**src/rtl/asip_pkg.sv**
```systemverilog
// asip_pkg: opcode type and constants shared by fetch_stage and control_unit.
package asip_pkg;
    localparam int OPCODE_W = 4;
    typedef logic [OPCODE_W-1:0] opcode_t;
    localparam opcode_t OPC_SUM   = 4'b0000;
    localparam opcode_t OPC_SUMI  = 4'b0010;
    localparam opcode_t OPC_MULFV = 4'b0011;
    localparam opcode_t OPC_CMP   = 4'b0110;
    localparam opcode_t OPC_NOP   = 4'b0111;
    localparam opcode_t OPC_JEQ   = 4'b1001;

    function automatic logic [31:0] sat_inc(input logic [31:0] v, input logic inc);
        return (inc && v != 32'hFFFF_FFFF) ? v + 32'd1 : v;
    endfunction
endpackage

```
**src/rtl/fetch_perf_cnt.sv**
```systemverilog
// fetch_perf_cnt: saturating 32-bit counter pair for delivered and flushed instructions.
module fetch_perf_cnt
    import asip_pkg::*;
(
    input  logic        clk,
    input  logic        rst,
    input  logic        fetch_inc,
    input  logic        flush_inc,
    output logic [31:0] fetch_cnt,
    output logic [31:0] flush_cnt
);
    always_ff @(posedge clk or posedge rst) begin
        if (rst) begin
            fetch_cnt <= '0;
            flush_cnt <= '0;
        end else begin
            fetch_cnt <= sat_inc(fetch_cnt, fetch_inc);
            flush_cnt <= sat_inc(flush_cnt, flush_inc);
        end
    end
endmodule

```
**src/rtl/fetch_stage.sv**
```systemverilog
// fetch_stage: PC, synchronous imem addressing and IF/ID register of the vector ASIP.
// Optional performance counters are built when FETCH_PERF_CNT_EN is defined.
module fetch_stage
    import asip_pkg::*;
#(
    parameter int ADDR_W = 10,
    parameter int INSTR_W = 32,
    parameter logic [ADDR_W-1:0] RESET_PC = '0
) (
    input  logic               clk,
    input  logic               rst,
    input  logic               pc_en,
    input  logic               mux_pc,
    input  logic [ADDR_W-1:0]  branch_target,
    input  logic               stall,
    output logic [ADDR_W-1:0]  imem_addr,
    input  logic [INSTR_W-1:0] imem_rdata,
    output logic               if_id_valid,
    output logic [ADDR_W-1:0]  if_id_pc,
    output logic [INSTR_W-1:0] if_id_instr,
    output opcode_t            opcode,
    output logic [31:0]        perf_fetch_cnt,
    output logic [31:0]        perf_flush_cnt
);
    logic [ADDR_W-1:0] pc, pc_next;
    logic primed, advance, flush, hold;

    always_comb begin
        flush   = primed & mux_pc;
        hold    = primed & !mux_pc & stall;
        advance = primed & !mux_pc & !stall & pc_en;
        pc_next = flush ? branch_target : advance ? pc + ADDR_W'(1) : pc;
    end

    // Re-presenting pc while not advancing makes the imem re-read the pending word.
    assign imem_addr = pc_next;
    assign opcode = if_id_valid ? opcode_t'(if_id_instr[INSTR_W-1 -: OPCODE_W]) : OPC_NOP;

    always_ff @(posedge clk or posedge rst) begin
        if (rst) begin
            pc          <= RESET_PC;
            primed      <= 1'b0;
            if_id_valid <= 1'b0;
            if_id_pc    <= '0;
            if_id_instr <= '0;
        end else begin
            primed <= 1'b1;
            pc     <= pc_next;
            if (advance) begin
                if_id_pc    <= pc;
                if_id_instr <= imem_rdata;
                if_id_valid <= 1'b1;
            end else if (!hold) begin
                if_id_valid <= 1'b0;
            end
        end
    end

`ifdef FETCH_PERF_CNT_EN
    logic flush_inc;
    assign flush_inc = flush & (if_id_valid | (!stall & pc_en));
    fetch_perf_cnt u_perf (
        .clk       (clk),
        .rst       (rst),
        .fetch_inc (advance),
        .flush_inc (flush_inc),
        .fetch_cnt (perf_fetch_cnt),
        .flush_cnt (perf_flush_cnt)
    );
`else
    assign perf_fetch_cnt = 32'h0;
    assign perf_flush_cnt = 32'h0;
`endif
endmodule

```
**config.mk**
```make
export PLATFORM = sky130hd
export DESIGN_NAME = fetch_stage
export DESIGN_NICKNAME = d
export VERILOG_FILES = /design/src/rtl/asip_pkg.sv /design/src/rtl/fetch_perf_cnt.sv /design/src/rtl/fetch_stage.sv
export SDC_FILE = /design/constraint.sdc
export NUM_CORES = 1
export LEC_CHECK = 0
export CAP_MARGIN = 10
export CORE_UTILIZATION = 34
export CTS_BUF_LIST = sky130_fd_sc_hd__clkbuf_16
export DETAILED_ROUTE_END_ITERATION = 12
export GPL_TIMING_DRIVEN = 1
export PLACE_DENSITY = 0.86
export SLEW_MARGIN = 15
export SYNTH_ARGS = -nofsm -noshare
export SYNTH_HDL_FRONTEND = slang
export SYNTH_SLANG_ARGS = --single-unit
export TNS_END_PERCENT = 1
```
**constraint.sdc**
```tcl
create_clock -name clk -period 1.5 [get_ports clk]
set_input_delay 0.225 -clock clk [delete_from_list [all_inputs] [get_ports clk]]
set_output_delay 0.225 -clock clk [all_outputs]
set_load 0.01 [all_outputs]
```
* After elaboration in Yosys (flattened, before gate mapping)
Cells that the tools add are included.
** Cells by class
- Add/subtract/negate cells :: 1
- Equality and inequality tests :: 1
- Muxes and demuxes :: 5
- Bitwise operators :: 5
- Reduce and logical (&&, ||, !) cells :: 2
** Operators by type and width (count)
- two-way mux 10 bit :: 2
- adder 10 x 1 -> 10 bit, second input constant :: 1
- AND 1 bit :: 5
- two-way mux 4 bit :: 1
- logical NOT 1 bit :: 2
- two-way mux 1 bit :: 2
- != test 2 bit, second input constant :: 1
** Word-level totals
- Bits in registers :: 54
- Input bits :: 47
- Logic and storage cells :: 19

* Longest topological paths before layout
- Depth in word-level cells :: 6
- Mapped depth :: 5

* Worst setup path before layout
No wires, ideal clock.
- Path kind :: flip-flop to output port
- From :: register primed
- To :: output port imem_addr[4]
- Arrival time :: 1322 ps
- Setup slack :: -47 ps
- Cell stages (with the launch flop) :: 6
- Buffers on the path :: 1
- Cell sequence :: dfrtp_1 and4bb_2 buf_2 nand4_1 xor2_1 a21oi_1
** On the way
- Cells in the longest elaborated chain, start to end :: 5
- Elaborated cells on any way between the ends :: 6
** Ends and longest elaborated chain
- start: declaration :: line fetch_stage.sv:26 : logic primed, advance, flush, hold;
- start signal: assignment :: line fetch_stage.sv:42 : primed <= 1'b0;
- start signal: assignment :: line fetch_stage.sv:47 : primed <= 1'b1;
- AND 1 bit (3 in series) :: line fetch_stage.sv:31 : advance = primed & !mux_pc & !stall & pc_en;
- two-way mux 10 bit :: line fetch_stage.sv:32 : pc_next = flush ? branch_target : advance ? pc + ADDR_W'(1) : pc;
- two-way mux 10 bit (*) :: line fetch_stage.sv:32
- end: declaration :: line fetch_stage.sv:16 : output logic [ADDR_W-1:0] imem_addr,
Mark *: on every way between the ends. The rest lies on a longest branch, timed or not.

* Worst setup path after layout
- From :: register primed
- To :: output port imem_addr[5]
The elaborated chain is that of the path after synthesis.

==> summary.md <==
| Metric | Value |
|---|---|
| Final Util | 0.524 |
| Number of diodes | 0 |
| Synth Area in Adders | 0.00457 |
| #FFs+latches synth | 54 |
| Delay-heaviest family, CP | flip-flops |
| H-tree depth | 2 |
| Worst EP required | 1270 ps |
| Fmax | 530 MHz |
| Most frequent cells after synthesis | nand2_1 (134), buf_4 (64), dfrtp_1 (54), nor2_1 (10), a21oi_1 (9) |
| Pwr/cell area | 1090 mW/mm² |
| EDFF count, synth | 0 |
| Pre-CTS setup slack | -967 ps |
| Hold Worst Slack | 306 ps |
| Core outline area | around 0.008 mm² |
| Share of the synthesized area in the top cell type | 0.493 |
| Crit path from | primed |
| Initial antenna violation count | 0 |
| Crit path kind | flip-flop to primary output |
| Critical path depth | 6 |
| Die width | 91.8 µm |
| RR Endpoint | pc[6] |
| Clock Latency Late Sink | 280 ps |
| Vias/cell | 4.21 |
| Register area share after synthesis | 0.493 |
| 1st-pass router iterations | 4 |
| Critical Path Slowest Stage Cell | dfrtp_2 |
| # Max-Cap Violations | 0 |
| GP Congestion | 0.797 |
| VDD IR max | 0.447 mV |
| Layout Skew | 4.38 ps |
| Post-synthesis cell type count | 25 |
| CTS clk-pin slew, worst paths | 70 ps |
| Routed wire length per instance | 12.0 µm |
| Design Area, Final | 0.00407 mm² |
| Final min period | 1890 ps |
| Final setup violation count | 11 |
| Worst Hold Class | primary input to async pin |
| Largest cells by area after synthesis | dfrtp_1 (49%), nand2_1 (18%), buf_4 (18%), xnor2_1 (1.9%), a21oi_1 (1.6%) |
| Fillers | 729 |
| Antenna violation net count after detailed routing | 0 |
| RSZ-0062 raised after global routing | true |
| R2R cell count | 7 |
| Total routed wirelength | 6570 µm |
| Crit-path max cell delay | a little over 400 ps |
| Failing checks | negative setup slack |
| R2R setup slack | -50 ps |
| Post-Synth Simple-Gate Area | 0.250 |
| Syn Inst Count | roughly 310 |
| Vias | approximately 2300 |
| Worst path buffer plus inverter count | 2 |
| Hpwl dp | 4680 µm |
| YS warnings | 0 |
| Row cnt | 32 |
| DIE AREA | 0.00842 mm² |
| Most frequent cell after synthesis | nand2_1 |
| Mapped Area | 0.00274 mm² |
| Leak Pwr | around 0.0020 µW |
| Mux share of post-synthesis cell area | 0.00365 |
| GRT Total Usage | 0.163 |
| Mean Syn Cell Area | between 8 and 9 µm² |
| Placement-stage cell area | approximately 0.0038 mm² |
| Period utilization | 1.26 |
| Vias in the first global route | 2373 |
| Peak fanout along the critical path | 4 |
| Async set or reset register ratio after synthesis | 1.00 |
| CP startpoint kind | flip-flop |
| Critical path endpoint category | primary output |
| Number of buffers added on ports | 103 |
| CTS Buffer Depth | 2 |
| Post-Synth XOR/XNOR Area | 0.0288 |
| Largest net degree at the start of global routing | 55 |
| Hold Vio Cnt, Final | 0 |
| Nets | a little under 500 |
| Compound-Gate Fraction of Synth Area | 0.0187 |
| Residual DRC count | 0 |
| Critical Path AT | 1660 ps |
| Num CTS Buffers | 5 |
| Status | finished, violations left |
| Critical Path Sink | imem_addr[5] |
| IO Count | 168 |
| Reg2reg start | primed |
| Largest family of logic cells by synthesized area | simple AND/OR/NAND/NOR gates |
| Fraction of layout instances using a drive strength above 1 | 0.166 |
| Area growth syn-to-layout | 48.5% |
| Worst-path cell chain | nand4bb_4 -> buf_6 -> nor3_2 -> xnor2_1 -> a21oi_2 -> buf_2 |
| First-pass GRT wire length | 10800 µm |
| Pwr Total | around 4400 µW |
| Pins Over Slew Limit | 0 |
| Largest area contributor in the netlist | dfrtp_1 |
| Ys flop type | dfrtp_1 |
| Gr ovfl total | 0 |
| Die height | 91.8 µm |
| Setup slack after layout | -386 ps |
| CTS root buf | clkbuf_16 |
| CTS tree | yes |
| Starting Density | 0.353 |
| TritonCTS sink count | 54 |
| Initial drt markers | 100 |
[how the worst min path moves through the flow]
stage,startpoint,end,depth (start not counted)
floorplan,mux_pc,if_id_valid,1
global route,rst,if_id_instr[0],3
global placement,if_id_instr[6],if_id_instr[6],2
finish,rst,if_id_instr[0],3
detailed placement,if_id_instr[6],if_id_instr[6],2
CTS,rst,if_id_instr[0],3
[cells in the final DEF (no fill, tap or decap), types with 5 or more instances in the layout]
| cell | netlist | routed |
|---|---|---|
| nand2_1 | 134 | 131 |
| nor2_1 | 10 | 10 |
| a21oi_2 | 0 | 7 |
| dfrtp_1 | 54 | 50 |
| conb_1 | 2 | 65 |
| clkbuf_16 | 0 | 5 |
| buf_6 | 1 | 6 |
| buf_4 | 64 | 28 |
| dlygate4sd2_1 | 0 | 7 |
| clkdlybuf4s50_1 | 0 | 86 |
| xnor2_1 | 6 | 6 |
| buf_2 | 5 | 9 |
[per-stage QoR]
stage               setup TNS (ps)  std cells
global route                 -4200        547
finish                       -3270        547
floorplan                    -2140        377
global placement            -19760        529
CTS                          -3590        545
detailed placement          -21610        529
[tightest hold or removal path, stage by stage]
cell	delay, ps
clkdlybuf4s50_1	410
inv_2	70
buf_12	270
[final cells by class]
class                   instances  area, µm²  share of cell area
repair buffers                137       1260               0.311
multi-input cells             246       1180               0.291
inverters                       1       3.75            0.000922
well taps                     102        128              0.0314
flip-flops and latches         54       1360               0.333
clock inverters                 2       7.51             0.00184
clock buffers                   5        125              0.0307
[repair_timing]
action,4_1_cts,5_1_grt
buffers inserted,9,2
pin swaps,21,4
cloned,0,0
hold buffers,0,0
endpoints found under the setup margin,18,57
resized for setup,72,6
[where the power goes]
group	leakage [µW]	internal [µW]	switching, µW
Clock	0.0000723	598	478
Combinational	0.00127	798	663
Sequential	0.000658	1730	175
Total	0.00200	3120	1320
[cell families after synthesis]
group	Yosys count
muxes	1
DFF	54
buffers and inverters	77
and+or+nand+nor	160
adders and majority gates	1
xor gates and xnor gates	9
AOI/OAI and AO/OA	10
other	2
[routing by layer]
metal	GRT usage	routed length, µm	up-vias
li1	-	-	1098
met1	0.178	2530	1088
met2	0.299	3400	104
met3	0.0564	523	11
met4	0.0456	116	0
met5	0	0	-
[state kept, by name (all words and copies together), names as in the netlist]
signal       flops
if_id_pc        10
pc              10
if_id_instr     32
if_id_valid      1
primed           1
Power figures use the tool's default switching activity.
